**src/rtl/branch_hazard_ctrl.sv**
```systemverilog
// branch_hazard_ctrl: stall/flush control for branches resolved in ID.
// A branch whose source is produced by an instruction still in EX, or by a
// load in EX/MEM, cannot use forwarding and must stall. A 1-cycle stall is
// handled combinationally in IDLE. A load in EX is handled by one extra
// cycle in STALL.
// Optional feature: define BRANCH_STALL_CNT_EN to add the saturating
// stall_cycles output, which counts the cycles where PC_stall is high.
module branch_hazard_ctrl #(
  parameter int ADDR_W = 5,
  parameter int CNT_W  = 32
) (
  input  logic              clk,
  input  logic              rst_n,
  input  logic              isBranch_ID,
  input  logic              branch_taken_ID,
  input  logic [ADDR_W-1:0] RegRdaddr1_ID,
  input  logic [ADDR_W-1:0] RegRdaddr2_ID,
  input  logic              RegWrite_EX,
  input  logic              MemRead_EX,
  input  logic [ADDR_W-1:0] RegWtaddr_EX,
  input  logic              RegWrite_MEM,
  input  logic              MemRead_MEM,
  input  logic [ADDR_W-1:0] RegWtaddr_MEM,
  input  logic              flush_ext,
  output logic              PC_stall,
  output logic              IFID_stall,
  output logic              IDEX_flush,
  output logic              IFID_flush,
  output logic              busy
`ifdef BRANCH_STALL_CNT_EN
  ,
  output logic [CNT_W-1:0]  stall_cycles
`endif
);

  typedef enum logic {IDLE = 1'b0, STALL = 1'b1} state_e;

  state_e state_q, state_d;
  logic   cnt_q, cnt_d;
  logic   dep_ex, dep_mem_ld, hazard, stall, hold;
  logic [1:0] need;

  // Dependence detection; register 0 never creates a hazard.
  always_comb begin
    dep_ex     = isBranch_ID && RegWrite_EX && (RegWtaddr_EX != '0) &&
                 ((RegWtaddr_EX == RegRdaddr1_ID) || (RegWtaddr_EX == RegRdaddr2_ID));
    dep_mem_ld = isBranch_ID && RegWrite_MEM && MemRead_MEM && (RegWtaddr_MEM != '0) &&
                 ((RegWtaddr_MEM == RegRdaddr1_ID) || (RegWtaddr_MEM == RegRdaddr2_ID));
    if (dep_ex && MemRead_EX)      need = 2'd2;
    else if (dep_ex || dep_mem_ld) need = 2'd1;
    else                           need = 2'd0;
    hazard = (need != 2'd0);
  end

  // Output decode; outputs are held at 0 while reset is asserted.
  always_comb begin
    stall      = rst_n && ((state_q == STALL) || hazard);
    hold       = stall && !flush_ext;
    PC_stall   = hold;
    IFID_stall = hold;
    IDEX_flush = hold;
    IFID_flush = rst_n && (flush_ext || (isBranch_ID && branch_taken_ID && !stall));
    busy       = (state_q == STALL);
  end

  // Next state. The detect cycle in IDLE is the first stall cycle, so a
  // load in EX spends exactly one more cycle in STALL (cnt loads 0). cnt=1
  // would extend STALL by one more cycle.
  always_comb begin
    state_d = state_q;
    cnt_d   = cnt_q;
    if (flush_ext) begin
      state_d = IDLE;
      cnt_d   = 1'b0;
    end else begin
      unique case (state_q)
        IDLE: begin
          if (need == 2'd2) begin
            state_d = STALL;
            cnt_d   = 1'b0;
          end
        end
        STALL: begin
          if (cnt_q) cnt_d = 1'b0;
          else       state_d = IDLE;
        end
        default: state_d = IDLE;
      endcase
    end
  end

  // State register.
  always_ff @(posedge clk or negedge rst_n) begin
    if (!rst_n) begin
      state_q <= IDLE;
      cnt_q   <= 1'b0;
    end else begin
      state_q <= state_d;
      cnt_q   <= cnt_d;
    end
  end

`ifdef BRANCH_STALL_CNT_EN
  logic [CNT_W-1:0] stall_cycles_q;

  // Saturating count of cycles where the PC is held.
  always_ff @(posedge clk or negedge rst_n) begin
    if (!rst_n)                                 stall_cycles_q <= '0;
    else if (hold && (stall_cycles_q != '1))    stall_cycles_q <= stall_cycles_q + 1'b1;
  end

  assign stall_cycles = stall_cycles_q;
`else
  logic [CNT_W-1:0] unused_cnt_w;
  assign unused_cnt_w = '0;
`endif

endmodule
```
**config.mk**
```make
export PLATFORM = sky130hd
export DESIGN_NAME = branch_hazard_ctrl
export DESIGN_NICKNAME = d
export VERILOG_FILES = /design/src/rtl/branch_hazard_ctrl.sv
export SDC_FILE = /design/constraint.sdc
export NUM_CORES = 1
export LEC_CHECK = 0
export BUFFER_PORTS_ARGS = -buffer_cell sky130_fd_sc_hd__buf_2
export CAP_MARGIN = 20
export CORE_AREA = 3 3 40 42
export CTS_CLUSTER_SIZE = 24
export DETAILED_ROUTE_END_ITERATION = 10
export DIE_AREA = 0 0 43 45
export HOLD_SLACK_MARGIN = 0.08
export PLACE_DENSITY_LB_ADDON = 0.2
export SKIP_LAST_GASP = 1
export SYNTH_ARGS = -nofsm -noshare
export SYNTH_HDL_FRONTEND = slang
export SYNTH_SLANG_ARGS = --single-unit
```
**constraint.sdc**
```tcl
create_clock -name clk -period 1.8 [get_ports clk]
set_clock_uncertainty 0.05 [all_clocks]
set_input_delay 0.09 -clock clk [delete_from_list [all_inputs] [get_ports clk]]
set_output_delay 0.09 -clock clk [all_outputs]
set_load 0.05 [all_outputs]
```
---- Yosys cells after proc, flatten, opt, wreduce, memory -nomap -nowiden ----
Cells that the tools add are included.
word-level totals
  logic and storage cells ................. 41
  output and inout bits ................... 5
  input port bits ......................... 29
  register bits after elaboration ......... 2
cells by class
  bitwise gates (word level) .............. 1
  reductions and logical operators ........ 23
  multiplexer cells ....................... 9
  eq/ne operators ......................... 6
operators by type and width
  kind                                         count
  5-bit equality test                          4
  1-bit logical AND                            13
  5-bit nonzero test                           2
  1-bit two-way mux                            6
  1-bit logical OR                             5
  1-bit case mux with 2 select lines           2
  3-bit != test (second input constant)        1
  2-bit equality test (second input constant)  1
  1-bit zero test                              2
  2-bit two-way mux                            1
  2-bit nonzero test                           1
  1-bit inverter                               1

---- Logic depth before layout (Yosys ltp) ----
Gate-level depths: netlist of run 1.
  depth in word-level cells ............... 14
  mapped depth ............................ 6
  mapped depth without buffers ............ 5

---- Least setup slack after synthesis of run 1 ----
OpenSTA, ideal clock, no wires.
  path type ............................... flip-flop to output port
  start ................................... reg state_q, in the netlist busy
  end ..................................... out IFID_stall
  data arrival time ....................... 2.302 ns
  slack ................................... -0.642 ns
  stages on the path, launching flop included .. 4
  data required time ...................... 1.660 ns
  buffers on the path ..................... 1
  path through ............................ dfrtp_1 a21oi_1 o21ai_0 buf_4
between the ends
  cells in the longest elaborated chain, start to end .. 3
RTL lines
  item                    RTL line  source
  from (decl)             38        state_e state_q, state_d;
  from (signal assigned)  98        state_q <= state_d;
  1-bit logical OR        57        stall = rst_n && ((state_q == STALL) || hazard);
  1-bit logical AND       57
  1-bit logical AND       58        hold = stall && !flush_ext;
  to (decl)               26        output logic IFID_stall,
Every way passes these cells.

---- Final worst setup path of run 1 ----
  start ................................... in RegRdaddr1_ID[2]
  end ..................................... out PC_stall
between the ends
  cells in the longest elaborated chain, start to end .. 10
  elaborated cells on any way between the ends .. 14
  classes of those cells .................. 2 x eq/ne; 2 x mux; 10 x reduce/logical
RTL lines
  item                                    RTL line  source
  from (decl)                             16        input logic [ADDR_W-1:0] RegRdaddr1_ID,
  5-bit equality test (on tied branches)  46, 48
  1-bit logical OR (on tied branches)     46, 48
  1-bit logical AND (on tied branches)    45, 47
  1-bit logical OR                        50        else if (dep_ex || dep_mem_ld) need = 2'd1;
  1-bit two-way mux                       50
  2-bit two-way mux *                     49        if (dep_ex && MemRead_EX) need = 2'd2;
  2-bit nonzero test *                    52        hazard = (need != 2'd0);
  1-bit logical OR *                      57
  1-bit logical AND *                     57
  1-bit logical AND *                     58
  to (decl)                               25        output logic PC_stall,
Every way passes the cells marked *; elsewhere a longest branch is shown, timed or not.

==> results of run 1 <==
metrics by stage:
step | power (W) | utilization [%] | hold slack [ps] | setup slack [ps] | instance area, um2
2_1_floorplan | 0.0000870 | - | -256 | 72.0 | 372
3_3_place_gp | 0.000142 | 42.1 | -166 | 77.6 | 541
3_5_place_dp | 0.000141 | 42.1 | -168 | 79.8 | 541
4_1_cts | 0.000143 | 42.8 | 317 | 79.8 | 551
5_1_grt | 0.000154 | 43.0 | 331 | 27.5 | 553
6_report | 0.000143 | 43.0 | 315 | 99.6 | 553
cell families (layout without fill, tap and decap cells):
group | count (synthesis) | count (layout)
xor+xnor | 20 | 20
simple gates | 17 | 17
compound gates | 7 | 7
buf+inv | 2 | 34
flops | 1 | 1
per-layer routing:
layer / vias to the layer above / global-route usage, %
li1: 229 / -
met1: 181 / 13.4
met2: 12 / 15.9
met3: 0 / 1.20
met4: 0 / 0
met5: - / 0
worst max-delay path by stage:
stage                      end  slack, ps  depth (start not counted)
floorplan           IFID_stall         70                          6
global placement    IDEX_flush         80                          7
detailed placement    PC_stall         80                          7
CTS                   PC_stall         80                          7
global route        IDEX_flush         30                          7
finish                PC_stall        100                          7
power by group through the flow:
| stage | Clock [W] | Combinational [W] | Sequential [W] |
|---|---|---|---|
| detailed placement | 0 | 0.000118 | 0.0000231 |
| floorplan | 0 | 0.0000634 | 0.0000236 |
| CTS | 0 | 0.000120 | 0.0000231 |
| global placement | 0 | 0.000118 | 0.0000231 |
| finish | 0 | 0.000119 | 0.0000231 |
| global route | 0 | 0.000131 | 0.0000231 |
worst reg2reg max path: stages, from the launching register on:
cell     delay [ps]
dfrtp_1         380
nor2_1          100
and4_1          200
area by class of cell:
type | count | area (um2) | area share [%]
flip-flops and latches | 1 | 25.0 | 4.52
multi-input cells | 44 | 332 | 60.0
well taps | 15 | 18.8 | 3.39
repair buffers | 34 | 178 | 32.1
timing repair:
action	in CTS	in global routing
buffers inserted	0	0
hold endpoints to repair	1	0
hold buffers	1	0
setup endpoints to repair	0	1
resized for setup	0	1
synth_stat cells, drive strengths merged:
| cell type | n |
|---|---|
| xnor2 | 10 |
| xor2 | 10 |
| nor2 | 4 |
| nand2 | 3 |
| nand3 | 3 |
| buf | 2 |
| nor3 | 2 |
| or4 | 2 |
| a211oi | 1 |
| a21oi | 1 |
| a22oi | 1 |
| and4 | 1 |
| dfrtp | 1 |
| nand2b | 1 |
| o211a | 1 |
| o21ai | 1 |
| o22ai | 1 |
| o311a | 1 |
| or3 | 1 |
==> results.toml, run 1 <==
[logic_synthesis]
synth.avg_cell_area_um2 = 7.83
yosysWarnings = 0
synthSimpleGateAreaFrac_pct = 27.6
ys_types = 20
synth.largest_area_cell = "xnor2_1"
synth-adder-area-share_pct = 0
synthesis.area_um2 = 368
ys_ff_latch = 1
synth_xor_xnor_area_share_pct = 47.6
synth_top_area_share_pct = 23.8
synth_top_family_by_area = "XOR/XNOR gates"
syn_nets = 76
synthMuxAreaShare_pct = 0
synth_cells = 47
synthTopCellsByArea = "xnor2_1, xor2_1, dfrtp_1, nor3_2, nand3_1"
synth_compound_area_share_pct = 13.9
yosysSeqAreaShare_pct = 6.80

[detailed_routing]
wl_met2_um = 473
highest_layer = "met3"
vias_per_cell = 4.49
wl_per_cell_um = 10.4
first_iter_violations = 0
ant_nets = 0
wl_um = 974
wl_met3_um = 74
drc = 0
vias = 422
first_pass_iters = 1
wl_met1_um = 426

[power]
p_leak_nw = 0.271
p_seq_share_pct = 16.2
switching_share_pct = 41.5
p_sw_w = 0.0000592
p_int_w = 0.0000834
vdd_ir_drop_max_v = 0.000122
power.clock.fraction_pct = 0
combPwrFrac_pct = 83.8
power_density_nw_per_um2 = 258

[grt]
grt_max_degree = 5
gr-total-overflow = 0
antenna_found_initial = 0
track_usage_pct = 9.30
grt_pass1_wl_mm = 1.48
grt_pass1_vias = 365

[die]
die_h_um = 45
core_area_um2 = 1280
initial_core_util_pct = 28.6
chipWidth_um = 43
dieArea_um2 = 1940
rows = 13
boundaryPins = 34

[hold_path]
hp-start = "MemRead_EX"
min_to = "busy"
hold_path.class = "input port to flip-flop"
holdPathStages = 2

[critical_path]
crit_buf_inv = 2
cp_max_fo = 3
crit_chain = "buf_2 -> xor2_1 -> nor3_2 -> a22oi_1 -> or4_4 -> o21ai_2 -> buf_2"
path_class = "input port to output pin"
cp-end-kind = "output pin"
cpMaxStageDelayCell = "or4_4"
cp-startpoint = "RegRdaddr1_ID[2]"
r2r_cells = 2
reg2reg_from = "busy"
cp_top_family = "simple AND/OR/NAND/NOR gates"
max_stage_delay_ps = 550
rrSetupSlack_ps = 1000
regToRegEndpoint = "busy"
path_common_cell = "buf_2"
cp.required_ps = 1660
cp-start-kind = "input port"
crit_arrival_ps = 1560

[flow_run]
maxCapViolations = 0

[sta]
final_hold_viol_count = 0
setup-violations-final = 0
slew_headroom_pct = 83.7
rsz0062_at_grt = "false"
drv_slew = 0
period_needed_ps = 1700
final.setup.tns_ps = 0
tightestPinTransition_ps = 245
post-route-period-util_pct = 94.5
fmax_mhz = 588

[finish]
num-nets-final = 110
antenna_cells = 0
area.growth.synth_to_final_pct = 50.3
fillers = 149
drive_gt1_share_pct = 46.8
stdcell_count = 94
largest_register_ffs = 1
final_cell_mix = "buf_2, xnor2_1, xor2_1"
mostFrequentLayoutCell = "buf_2"

[run_status]
status = "finished clean"

[placed_design]
dpl.cell_count = 93
io_buffers = 33
gp_congestion = 0.747
hpwl_um = 920

[cts]
clock_latency_ps = 0
path_clk_slew_ps = 0
Power figures use the tool's default switching activity.
==> run 2, diff against run 1 <==
--- a/config.mk
+++ b/config.mk
@@ -12,4 +12,5 @@
 export DETAILED_ROUTE_END_ITERATION = 10
 export DIE_AREA = 0 0 43 45
+export GPL_TIMING_DRIVEN = 0
 export HOLD_SLACK_MARGIN = 0.08
 export PLACE_DENSITY_LB_ADDON = 0.2
--- a/constraint.sdc
+++ b/constraint.sdc
@@ -3,3 +3,3 @@
 set_input_delay 0.09 -clock clk [delete_from_list [all_inputs] [get_ports clk]]
 set_output_delay 0.09 -clock clk [all_outputs]
-set_load 0.05 [all_outputs]
+set_load 0.01 [all_outputs]
==> run 2 against run 1 <==
Against the previous run: via count increased by 2.6%; maximum frequency grew 2.2%; hold slack worse by 6.1 ps; first-iteration DRC count rose by 1; critical path depth grew 1; cell area grew 2.3%; global-route usage up 1.2 points.
==> results.toml, run 2 (synthesized netlist as in run 1, its figures left out) <==
[placed_design]
io_buffers = 33
dpl_worst_slack_ps = 42.3
gp_congestion = 0.785
place_area_um2 = 552
hpwl_um = 914

[die]
rows = 13
chipWidth_um = 43
die_h_um = 45
core_area_um2 = 1280
boundaryPins = 34
dieArea_um2 = 1940
initial_core_util_pct = 28.6

[finish]
final_cell_area_um2 = 566
num-nets-final = 112
largest_register_ffs = 1
final_cell_mix = "buf_2, xnor2_1, xor2_1"
multi_input_area_um2 = 332
mostFrequentLayoutCell = "buf_2"
area.growth.synth_to_final_pct = 53.7
seqCellArea_um2 = 25.0
drive_gt1_share_pct = 48.1
fillers = 148
fin_util_pct = 44.0
antenna_cells = 0

[grt]
track_usage_pct = 10.5
gr-total-overflow = 0
grt_pass1_vias = 431
antenna_found_initial = 0
grt_pass1_wl_mm = 1.69
grt_max_degree = 5

[critical_path]
crit_arrival_ps = 1520
cp-start-kind = "input port"
cp-end-kind = "output pin"
cp.required_ps = 1660
rrSetupSlack_ps = 1010
cp_max_fo = 3
path_class = "input port to output pin"

[detailed_routing]
wl_mm = 1.00
wl_per_cell_um = 10.4
wl_met3_um = 88
first_iter_violations = 1
vias = 433
wl_met2_um = 497
vias_per_cell = 4.51
drc = 0
first_pass_iters = 2
wl_met1_um = 415
highest_layer = "met3"
ant_nets = 0

[sta]
post-route-period-util_pct = 92.4
drv_slew = 0
fin_ws_ps = 136
final_hold_viol_count = 0
fmax_mhz = 601
rsz0062_at_grt = "false"
tightestPinTransition_ps = 261
setup-violations-final = 0
final.setup.tns_ps = 0
period_needed_ps = 1660
slew_headroom_pct = 82.6

[cts]
clock_latency_ps = 0
path_clk_slew_ps = 0

[power]
power_w = 0.000136
p_leak_nw = 0.281
vdd_ir_drop_max_v = 0.0000843
power_density_nw_per_um2 = 240

[hold_path]
hold_path.class = "input port to flip-flop"

[run_status]
status = "finished clean"

[flow_run]
maxCapViolations = 0
[run 2: path summary, 6_finish.rpt]
check | startpoint | end | cells after the start
hold reg to reg | busy | busy | 2
setup reg to reg | busy | busy | 2
max in group asynchronous | rst_n | busy | 2
min in group asynchronous | rst_n | busy | 2
hold / removal | MemRead_EX | busy | 2
setup / recovery | RegRdaddr2_ID[1] | IFID_stall | 8
[run 2: area by class of cell]
class | count | share of cell area [%]
repair buffers | 34 | 31.0
flip-flops and latches | 1 | 4.42
well taps | 15 | 3.32
multi-input cells | 44 | 58.6
plain buffers | 2 | 2.65
[run 2: worst max-delay path, cell delays in order]
cell	delay, ps
buf_2	110
xor2_1	160
nor3_2	190
a22oi_1	90
or4_4	550
o21ai_2	90
buf_4	120
buf_2	110
[run 2: through the flow]
stage	hold slack (ps)	instances
after floorplan	-256	47
after global placement	-170	95
after detailed placement	-167	95
after CTS	315	96
after global routing	329	96
final	309	96
[run 2: layer usage]
metal,track usage [%],vias up
li1,-,232
met4,0,0
met5,0,-
met1,14.6,183
met3,0.797,0
met2,19.2,18
[run 2: what timing repair did]
| item | CTS | global route |
|---|---|---|
| resized for setup | 0 | 2 |
| endpoints found under the setup margin | 0 | 2 |
| endpoints found under the hold margin | 1 | 0 |
| hold buffers | 1 | 0 |
| setup buffers | 0 | 0 |
[run 2: power by group]
group,switching (W),internal (W),leakage (nW)
Combinational,0.0000526,0.0000601,0.267
Sequential,0.000000121,0.0000230,0.0140
Clock,0,0,0
Total,0.0000528,0.0000831,0.281
==> run 3, diff against run 2 <==
- RECOVER_POWER: not set -> 50
- SLEW_MARGIN: not set -> 20
==> run 3 against run 2 <==
Against the previous run: total power decreased by 0.52%; routed wire length about the same; critical path type unchanged; core utilization decreased by 0.29 points; global-route usage unchanged; sequential share of layout area about the same; setup slack about the same; critical path depth unchanged; die area unchanged; maximum frequency about the same; final cell count unchanged; via count unchanged; sequential cell count unchanged.
==> results.toml, run 3 (synthesized netlist as in run 1, its figures left out) <==
[grt]
antenna_found_initial = 0
track_usage_pct = 10.5
grt_max_degree = 5
gr-total-overflow = 0
grt_pass1_vias = 431
grt_pass1_wl_mm = 1.69

[finish]
stdcell_count = 96
antenna_cells = 0
mostFrequentLayoutCell = "buf_2"
fillers = 149
num-nets-final = 112
drive_gt1_share_pct = 44.4
final_cell_mix = "buf_2, xnor2_1, xor2_1"
area.growth.synth_to_final_pct = 52.7
largest_register_ffs = 1

[die]
boundaryPins = 34
initial_core_util_pct = 28.6
core_area_um2 = 1280
dieArea_um2 = 1940
chipWidth_um = 43
die_h_um = 45
rows = 13

[sta]
final_hold_viol_count = 0
post-route-period-util_pct = 92.4
rsz0062_at_grt = "false"
final.setup.tns_ps = 0
slew_headroom_pct = 82.6
fmax_mhz = 601
setup-violations-final = 0
period_needed_ps = 1660
tightestPinTransition_ps = 261
drv_slew = 0

[critical_path]
regToRegEndpoint = "busy"
path_class = "input port to output pin"
cp-start-kind = "input port"
crit_buf_inv = 3
cp_max_fo = 3
reg2reg_from = "busy"
cp_top_family = "simple AND/OR/NAND/NOR gates"
cp-end-kind = "output pin"
path_common_cell = "buf_2"
cpMaxStageDelayCell = "or4_4"
crit_arrival_ps = 1520
r2r_cells = 2
cp.required_ps = 1660
max_stage_delay_ps = 550
rrSetupSlack_ps = 1010
crit_chain = "buf_2 -> xor2_1 -> nor3_2 -> a22oi_1 -> or4_4 -> o21ai_2 -> buf_4 -> buf_2"

[power]
switching_share_pct = 39.0
power.clock.fraction_pct = 0
combPwrFrac_pct = 82.9
vdd_ir_drop_max_v = 0.0000842
p_leak_nw = 0.271
p_int_w = 0.0000824
p_sw_w = 0.0000527
p_seq_share_pct = 17.1
power_density_nw_per_um2 = 241

[cts]
path_clk_slew_ps = 0
clock_latency_ps = 0

[hold_path]
holdPathStages = 2
hp-start = "MemRead_EX"
min_to = "busy"
hold_path.class = "input port to flip-flop"

[placed_design]
hpwl_um = 914
gp_congestion = 0.785
dpl.cell_count = 95
io_buffers = 33

[detailed_routing]
wl_per_cell_um = 10.4
vias_per_cell = 4.51
first_iter_violations = 1
wl_mm = 1.00
vias = 433
ant_nets = 0
first_pass_iters = 2
drc = 0

[run_status]
status = "finished clean"

[flow_run]
maxCapViolations = 0
-- run 3: changes by cell type in the layout (fill, tap and decap cells not counted), sizes merged --
cell	previous run	this run
buf	35	32
clkbuf	0	3
-- run 3: power by group through the flow --
| stage | clock network [W] | logic (W) | registers (W) |
|---|---|---|---|
| floorplan | 0 | 0.0000562 | 0.0000232 |
| global placement | 0 | 0.000111 | 0.0000231 |
| detailed placement | 0 | 0.000112 | 0.0000231 |
| CTS | 0 | 0.000114 | 0.0000231 |
| global route | 0 | 0.000126 | 0.0000232 |
| finish | 0 | 0.000112 | 0.0000231 |
-- run 3: how the worst max path moves through the flow --
stage	from	end	slack, ps	cells after the start
after floorplan	RegRdaddr1_ID[2]	IFID_stall	240	6
after global placement	RegRdaddr1_ID[2]	IFID_stall	60	8
after detailed placement	RegRdaddr2_ID[1]	IFID_stall	40	8
after CTS	RegRdaddr2_ID[1]	IFID_stall	40	8
after global routing	RegRdaddr2_ID[1]	PC_stall	20	8
final	RegRdaddr2_ID[1]	IFID_stall	140	8
-- run 3: routing by layer --
metal | GRT usage (%) | part of all wire [%] | vias up | wire length, um
met5 | 0 | 0 | - | 0
met4 | 0 | 0 | 0 | 0
met2 | 19.2 | 50 | 18 | 497
li1 | - | - | 232 | -
met3 | 0.797 | 8.8 | 0 | 88
met1 | 14.6 | 42 | 183 | 416
-- run 3: layout make-up --
| cell class | count | area, um2 | share of cell area, % |
|---|---|---|---|
| flip-flops and latches | 1 | 25.0 | 4.45 |
| well taps | 15 | 18.8 | 3.34 |
| multi-input cells | 44 | 332 | 59.0 |
| repair buffers | 34 | 171 | 30.5 |
| plain buffers | 2 | 15.0 | 2.67 |
-- run 3: through the flow --
stage          hold slack [ps]  setup slack [ps]  total power (W)  cell area [um2]  utilization (%)
2_1_floorplan             -256               240        0.0000794              368                -
6_report                   309               136         0.000135              562             43.7
3_5_place_dp              -167              42.3         0.000135              552             42.9
4_1_cts                    315              41.9         0.000137              562             43.7
5_1_grt                    329              18.6         0.000149              562             43.7
3_3_place_gp              -170              60.1         0.000134              552             42.9
-- run 3: timing repair --
action	4_1_cts	5_1_grt
resized for setup	0	2
hold endpoints to repair	1	0
setup endpoints to repair	0	2
hold buffers	1	0
setup buffers	0	0
